File: src/rtl/keypad_scan_ctrl.sv
// keypad_scan_ctrl: column scanner, row synchronizer and shared press/release
// debounce for a 4x4 hex keypad. Emits one key_valid pulse per accepted press.
module keypad_scan_ctrl #(
  parameter int SCAN_DIV        = 1000,
  parameter int DEBOUNCE_CYCLES = 120000
) (
  input  logic       clk,
  input  logic       reset,
  input  logic [3:0] row,
  output logic [3:0] col,
  output logic [3:0] key_code,
  output logic       key_valid,
  output logic       key_held,
  output logic [1:0] state
);

  localparam int DW = $clog2(SCAN_DIV);
  localparam int BW = $clog2(DEBOUNCE_CYCLES);
  localparam logic [DW-1:0] DWELL_LAST = DW'(SCAN_DIV - 1);
  localparam logic [BW-1:0] DEB_LAST   = BW'(DEBOUNCE_CYCLES - 1);

  typedef enum logic [1:0] {
    ST_SCAN    = 2'd0,
    ST_CONFIRM = 2'd1,
    ST_HELD    = 2'd2,
    ST_RELEASE = 2'd3
  } state_e;

  state_e        state_q, state_d;
  logic [3:0]    row_meta_q, rs_q;
  logic [3:0]    col_q, col_d;
  logic [3:0]    lrow_q, lrow_d;
  logic [3:0]    lcol_q, lcol_d;
  logic [DW-1:0] dwell_q, dwell_d;
  logic [BW-1:0] deb_q, deb_d;
  logic [3:0]    key_code_q, key_code_d;
  logic          key_valid_q, key_valid_d;
  logic          key_held_q, key_held_d;

  // True when exactly one bit of v is set.
  function automatic logic is_onehot(input logic [3:0] v);
    return (v != 4'd0) && ((v & (v - 4'd1)) == 4'd0);
  endfunction

  // Position of the set bit in a one-hot nibble.
  function automatic logic [1:0] onehot_idx(input logic [3:0] v);
    logic [1:0] idx;
    case (v)
      4'b0001: idx = 2'd0;
      4'b0010: idx = 2'd1;
      4'b0100: idx = 2'd2;
      4'b1000: idx = 2'd3;
      default: idx = 2'd0;
    endcase
    return idx;
  endfunction

  // Next column in the sweep: left-rotate, 1000 wraps to 0001.
  function automatic logic [3:0] rotl(input logic [3:0] c);
    return {c[2:0], c[3]};
  endfunction

  // Hex legend of the key at (row, col), row 0 top, col 0 left.
  function automatic logic [3:0] key_map(input logic [1:0] r, input logic [1:0] c);
    logic [3:0] k;
    case ({r, c})
      4'h0: k = 4'h1;  4'h1: k = 4'h2;  4'h2: k = 4'h3;  4'h3: k = 4'hA;
      4'h4: k = 4'h4;  4'h5: k = 4'h5;  4'h6: k = 4'h6;  4'h7: k = 4'hB;
      4'h8: k = 4'h7;  4'h9: k = 4'h8;  4'hA: k = 4'h9;  4'hB: k = 4'hC;
      4'hC: k = 4'hE;  4'hD: k = 4'h0;  4'hE: k = 4'hF;  4'hF: k = 4'hD;
      default: k = 4'h0;
    endcase
    return k;
  endfunction

  // Two-flop synchronizer for the asynchronous row pins.
  always_ff @(posedge clk or posedge reset) begin
    if (reset) begin
      row_meta_q <= 4'd0;
      rs_q       <= 4'd0;
    end else begin
      row_meta_q <= row;
      rs_q       <= row_meta_q;
    end
  end

  // FSM state register.
  always_ff @(posedge clk or posedge reset) begin
    if (reset) begin
      state_q <= ST_SCAN;
    end else begin
      state_q <= state_d;
    end
  end

  // Next state, column drive, latched key, shared timer and output pulse.
  always_comb begin
    state_d     = state_q;
    col_d       = col_q;
    lrow_d      = lrow_q;
    lcol_d      = lcol_q;
    dwell_d     = dwell_q;
    deb_d       = deb_q;
    key_code_d  = key_code_q;
    key_valid_d = 1'b0;
    case (state_q)
      ST_SCAN: begin
        if (dwell_q == DWELL_LAST) begin
          dwell_d = '0;
          if (is_onehot(rs_q)) begin
            // Freeze the column on the candidate key and start debouncing.
            lrow_d  = rs_q;
            lcol_d  = col_q;
            deb_d   = '0;
            state_d = ST_CONFIRM;
          end else begin
            col_d = rotl(col_q);
          end
        end else begin
          dwell_d = dwell_q + DW'(1);
        end
      end
      ST_CONFIRM: begin
        col_d = lcol_q;
        // A changed row aborts even on the terminal count.
        if (rs_q != lrow_q) begin
          state_d = ST_SCAN;
          dwell_d = '0;
          col_d   = rotl(lcol_q);
        end else if (deb_q == DEB_LAST) begin
          state_d     = ST_HELD;
          key_code_d  = key_map(onehot_idx(lrow_q), onehot_idx(lcol_q));
          key_valid_d = 1'b1;
        end else begin
          deb_d = deb_q + BW'(1);
        end
      end
      ST_HELD: begin
        col_d = lcol_q;
        // Only the latched row matters here; other keys give no rollover.
        if ((rs_q & lrow_q) == 4'd0) begin
          deb_d   = '0;
          state_d = ST_RELEASE;
        end else begin
          deb_d = deb_q;
        end
      end
      ST_RELEASE: begin
        col_d = lcol_q;
        // A re-press wins over the terminal count.
        if ((rs_q & lrow_q) != 4'd0) begin
          state_d = ST_HELD;
          deb_d   = '0;
        end else if (deb_q == DEB_LAST) begin
          state_d = ST_SCAN;
          dwell_d = '0;
          col_d   = rotl(lcol_q);
        end else begin
          deb_d = deb_q + BW'(1);
        end
      end
      default: begin
        state_d = ST_SCAN;
        col_d   = 4'b0001;
        dwell_d = '0;
      end
    endcase
    key_held_d = (state_d == ST_HELD) || (state_d == ST_RELEASE);
  end

  // Datapath and output registers.
  always_ff @(posedge clk or posedge reset) begin
    if (reset) begin
      col_q       <= 4'b0001;
      lrow_q      <= 4'd0;
      lcol_q      <= 4'd0;
      dwell_q     <= '0;
      deb_q       <= '0;
      key_code_q  <= 4'd0;
      key_valid_q <= 1'b0;
      key_held_q  <= 1'b0;
    end else begin
      col_q       <= col_d;
      lrow_q      <= lrow_d;
      lcol_q      <= lcol_d;
      dwell_q     <= dwell_d;
      deb_q       <= deb_d;
      key_code_q  <= key_code_d;
      key_valid_q <= key_valid_d;
      key_held_q  <= key_held_d;
    end
  end

  assign col       = col_q;
  assign key_code  = key_code_q;
  assign key_valid = key_valid_q;
  assign key_held  = key_held_q;
  assign state     = state_q;

endmodule

File: config.mk
export PLATFORM = sky130hd
export DESIGN_NAME = keypad_scan_ctrl
export DESIGN_NICKNAME = d
export VERILOG_FILES = /design/src/rtl/keypad_scan_ctrl.sv
export SDC_FILE = /design/constraint.sdc
export NUM_CORES = 1
export LEC_CHECK = 0
export ABC_AREA = 1
export BUFFER_PORTS_ARGS = -buffer_cell sky130_fd_sc_hd__buf_2
export CORE_MARGIN = 2
export CORE_UTILIZATION = 26
export DETAILED_ROUTE_END_ITERATION = 10
export MAX_ROUTING_LAYER = met4
export PLACE_DENSITY = 0.39
export SETUP_SLACK_MARGIN = 0.05
export SLEW_MARGIN = 20
export SYNTH_ARGS = -nofsm -noshare
export SYNTH_HDL_FRONTEND = slang
export SYNTH_SLANG_ARGS = --single-unit
File: constraint.sdc
create_clock -name clk -period 4.98 [get_ports clk]
set_input_delay 0.249 -clock clk [delete_from_list [all_inputs] [get_ports clk]]
set_output_delay 0.249 -clock clk [all_outputs]
set_load 0.1 [all_outputs]
* After elaboration in Yosys (flattened, before gate mapping)
Memory sizes are Yosys's and may differ from the RTL's. A register that Yosys moved wholly into a read port is not among the register bits.
Index checks and enable logic that the tools add are counted.
** Word-level totals
- Bits in registers :: 51
- ROM bits :: 64
- Input port bits :: 6
- Output and inout port bits :: 12
- Word-level logic and storage cells :: 89
- Memories kept :: 1
** Memory list
- (name not given) :: words 16, bits a word 4, rd ports 1, clocked after Yosys merged registers in 1, write ports 0, line 66 : case ({r, c})
** Cells by class
- Add/sub/neg operators :: 3
- Equality and inequality tests :: 22
- Mux-type cells :: 37
- Bitwise gates (word level) :: 3
- Reductions and logical operators :: 13
** Operators by type and width (count)
- $mux W17 :: 6
- $pmux W17 S4 :: 1
- $mux W10 :: 4
- $pmux W10 S3 :: 1
- $mux W2 :: 13
- $mux W4 :: 5
- $add A17 B1 Y17 const B :: 1
- $eq A17 B17 Y1 const B :: 1
- $ne A2 B2 Y1 const B :: 8
- $pmux W4 S4 :: 1
- $pmux W2 S3 :: 2
- $add A10 B1 Y10 const B :: 1
- $eq A10 B10 Y1 const B :: 1
- $and A4 B4 Y4 :: 2
- $eq A2 B2 Y1 const B :: 4
- $eq A4 B2 Y1 const B :: 2
- $eq A4 B3 Y1 const B :: 2
- $eq A4 B4 Y1 const B :: 2
- $logic_not A4 Y1 :: 2
- $pmux W2 S4 :: 1
- $reduce_and A4 Y1 :: 2
- $reduce_bool A4 Y1 :: 2
- $reduce_and A3 Y1 :: 2
- $ne A4 B4 Y1 :: 1
- 9 further kinds :: 11

* Longest topological paths before layout
- Depth after elaboration :: 9
- Mapped depth :: 12
- Gate-level depth less buffers :: 12

* Worst setup path before layout
OpenSTA, ideal clock, no wires.
- Path kind :: flip-flop to flip-flop
- Start :: register (tool-made name)
- End :: register col_q[0] (netlist: col[0])
- Library setup time :: 0.061 ns
- Data arrival time :: 2.054 ns
- Required time :: 4.919 ns
- Path slack :: 2.865 ns
- Stages on the path, launching flop included :: 13
- Path buffers :: 2
- Clock period less this slack :: 2.115 ns
- Cells stage by stage :: dfrtp_1 buf_4 inv_2 nor2_2 inv_2 nor2_1 inv_1 nand3_4 buf_6 nand2_4 nand3_2 nand2_1 nand2_1
** RTL lines
- to (signal assigned) :: line 183 : col_q <= col_d;
- to (decl) :: line 31 : logic [3:0] col_q, col_d;

==> metrics.txt <==
outcome complete, no violations; MaxCap Viol Count 0; Max Fclk 448 MHz; area of the die ~14,000 sq um; CTS Hold Buffers Added 0; worst slew pin tran between 0.7 and 0.8 ns; io pins 18; H-tree level count 2; Power Dens Cells around 220 nW/um^2; Avg Cell Area, Syn roughly 7.5 sq um; Remaining Overflow, GRT 0; WP data arrival ~2.5 ns; initial core utilization 26.9%; Post-synth EDFFs 0; Worst Path Required roughly 5.2 ns; Non-Filler Instances roughly 640; Peak VDD IR about 120 uV; Yosys Warn Count 0; fin area about 3800 sq um; Post-CTS Setup Inserts 0; Hold Crit Class in2reg; worst hold slack roughly 0.043 ns; vias in the first global route 2,892; Root Buffer clkbuf_16; Die H 119 um; CP Max Fanout 26; Final Skew 0.0142 ns; post-DP HPWL about 6 mm; setup TNS 0 ns; share of post-route cells with drive strength above 1 between 10 and 15%; WL per Instance approximately 13 um; Inst Count DP 635; Syn-to-layout area delta 10.8%; CP startpoint kind flop; Yosys reg bits 54; Post-synth ARST share 100%; Core Rows slightly above 40; DR iter-0 viols 130; synthesized cell area ~3400 sq um; Clk Latency, worst-skew pair just over 0.3 ns; Post-DP Area approximately 3600 sq um; final slew viol count 0; Via density 4.56; fin util 29.8%; Mapped Cells between 400 and 500; # setup viols final 0; TritonCTS Buffers 5; Cell variety after synth 37; via count a little under 3,000; Final nets 487; # diodes 0; Hold Fails Final Rpt 0; DR pass1 iterations 5; most frequent cell after synthesis nand2_1; Period minus WS final 2.23 ns; Tcrit/Tclk final ~45%; leading area contributor after synthesis dfrtp_1; total track usage between 10% and 20%; Synth area leaders dfrtp_1 39%, nand2_1 13%, inv_1 5.4%; largest net degree at the start of global routing 55; antenna-violating nets left 0; dominant synthesized flop cell dfrtp_1; top cells by count, synth 120 x nand2_1, 53 x dfrtp_1, 49 x inv_1, 44 x nor2_1, 28 x nand3_1; Seq/Total Area, Yosys between 30% and 40%; Pleak around 1.8 nW; share of the synthesized area in the top cell type between 30% and 40%; Port Buf Inserts 17; Crit. End Element flop; initial antenna violation count 0; CTS Buffer Depth 2; post-cts sizing count 0; gpl congestion between 0.8 and 0.9; # DRC 0; Net Count, Synth ~480; Clock Sinks between 50 and 60; Clk pin slew, worst setup/hold paths about 0.080 ns; RSZ-0062 raised after global routing no; Core ar. roughly 13,000 sq um; Slew headroom between 50% and 60%; Post-Route WL roughly 8.5 mm; Die Wd approximately 120 um; WS Path Type reg2reg; CTS tree built; first-pass GRT wire length 14.5 mm
==> flip-flops by register name, summed over array words and instances, names as in the netlist, named ones only <==
name and count:
col 4, deb_q 17, dwell_q 10, key_code 4, key_valid 1, lcol_q 4
lrow_q 4, row_meta_q 4, rs_q 4
==> routing by layer <==
layer	GRT usage [%]	part of all wire, %	wire (um)	vias to the layer above
met4	3.79	1.2	102	0
met3	2.90	3.6	308	8
met2	21.2	47	3990	49
met5	-	0	0	-
li1	-	-	-	1517
met1	16.9	48	4060	1359
==> final cells by class <==
class,instances,area [sq um]
inverters,58,218
flip-flops and latches,54,1350
clock buffers,5,125
clock inverters,3,22.5
well taps,172,215
fillers,1440,8930
repair buffers,18,92.6
multi-input cells,333,1770
==> kinds of logic (layout without fill, tap and decap cells) <==
logic type               after synthesis  count (layout)  share of synthesized area [%]
adder cells (fa/ha/maj)               11              11                           4.02
AO/OA/AOI/OAI                         75              75                           12.5
buffers and inverters                 71              84                           8.85
XOR/XNOR                              11              11                           2.82
flip-flops                            54              54                           39.5
AND/OR/NAND/NOR                      236             236                           32.2
==> worst max-delay path: stages (launching register included) <==
cell and delay, ns:
dfrtp_1 0.78, inv_2 0.28, nor2_2 0.25, nand2_1 0.10, nand2_1 0.07, inv_1 0.07, nand3_4 0.25, inv_2 0.11
nand2_1 0.10, nand2_1 0.06, nor2_1 0.08
==> final timing paths <==
path                                 endpoint           from  slack [ns]  cells after the start
worst max-delay path                 deb_q[1]           flop        2.75                     10
worst min-delay path            row_meta_q[3]         row[3]        0.04                      1
worst max register to register       deb_q[1]           flop        2.75                     10
worst min register to register        rs_q[3]  row_meta_q[3]        0.35                      0
max in group asynchronous            deb_q[1]          reset        4.36                      3
min in group asynchronous           deb_q[11]          reset        0.13                      3
==> through the flow <==
step	setup WS, ns	total power, W
floorplan	2.86	0.000464
global placement	2.88	0.000472
detailed placement	2.80	0.000472
CTS	2.77	0.000851
global route	2.51	0.000872
finish	2.75	0.000833
==> report_power, final <==
| part | total [W] | internal (W) | switching (W) |
|---|---|---|---|
| clock | 0.000370 | 0.000190 | 0.000181 |
| combinational | 0.0000185 | 0.00000460 | 0.0000139 |
| sequential | 0.000444 | 0.000441 | 0.00000220 |
| total | 0.000833 | 0.000636 | 0.000197 |
==> cells in the final DEF (no fill, tap or decap), types with 2 or more instances in the layout <==
cell type	n
xnor2_1	2
nand3_1	28
nor2_2	5
nand2_1	120
inv_1	48
buf_2	17
a21oi_1	19
nand3_4	3
o21ai_1	19
or2_2	3
nand2_2	2
nor2_1	44
ha_1	11
inv_6	2
inv_2	9
nand2_4	2
nand3_2	2
o21ai_0	21
dfrtp_1	53
clkbuf_16	5
xor2_1	9
nand4_1	14
o2111ai_1	6
nor3_1	8
o211ai_1	6
(Power assumes the default switching activity.)
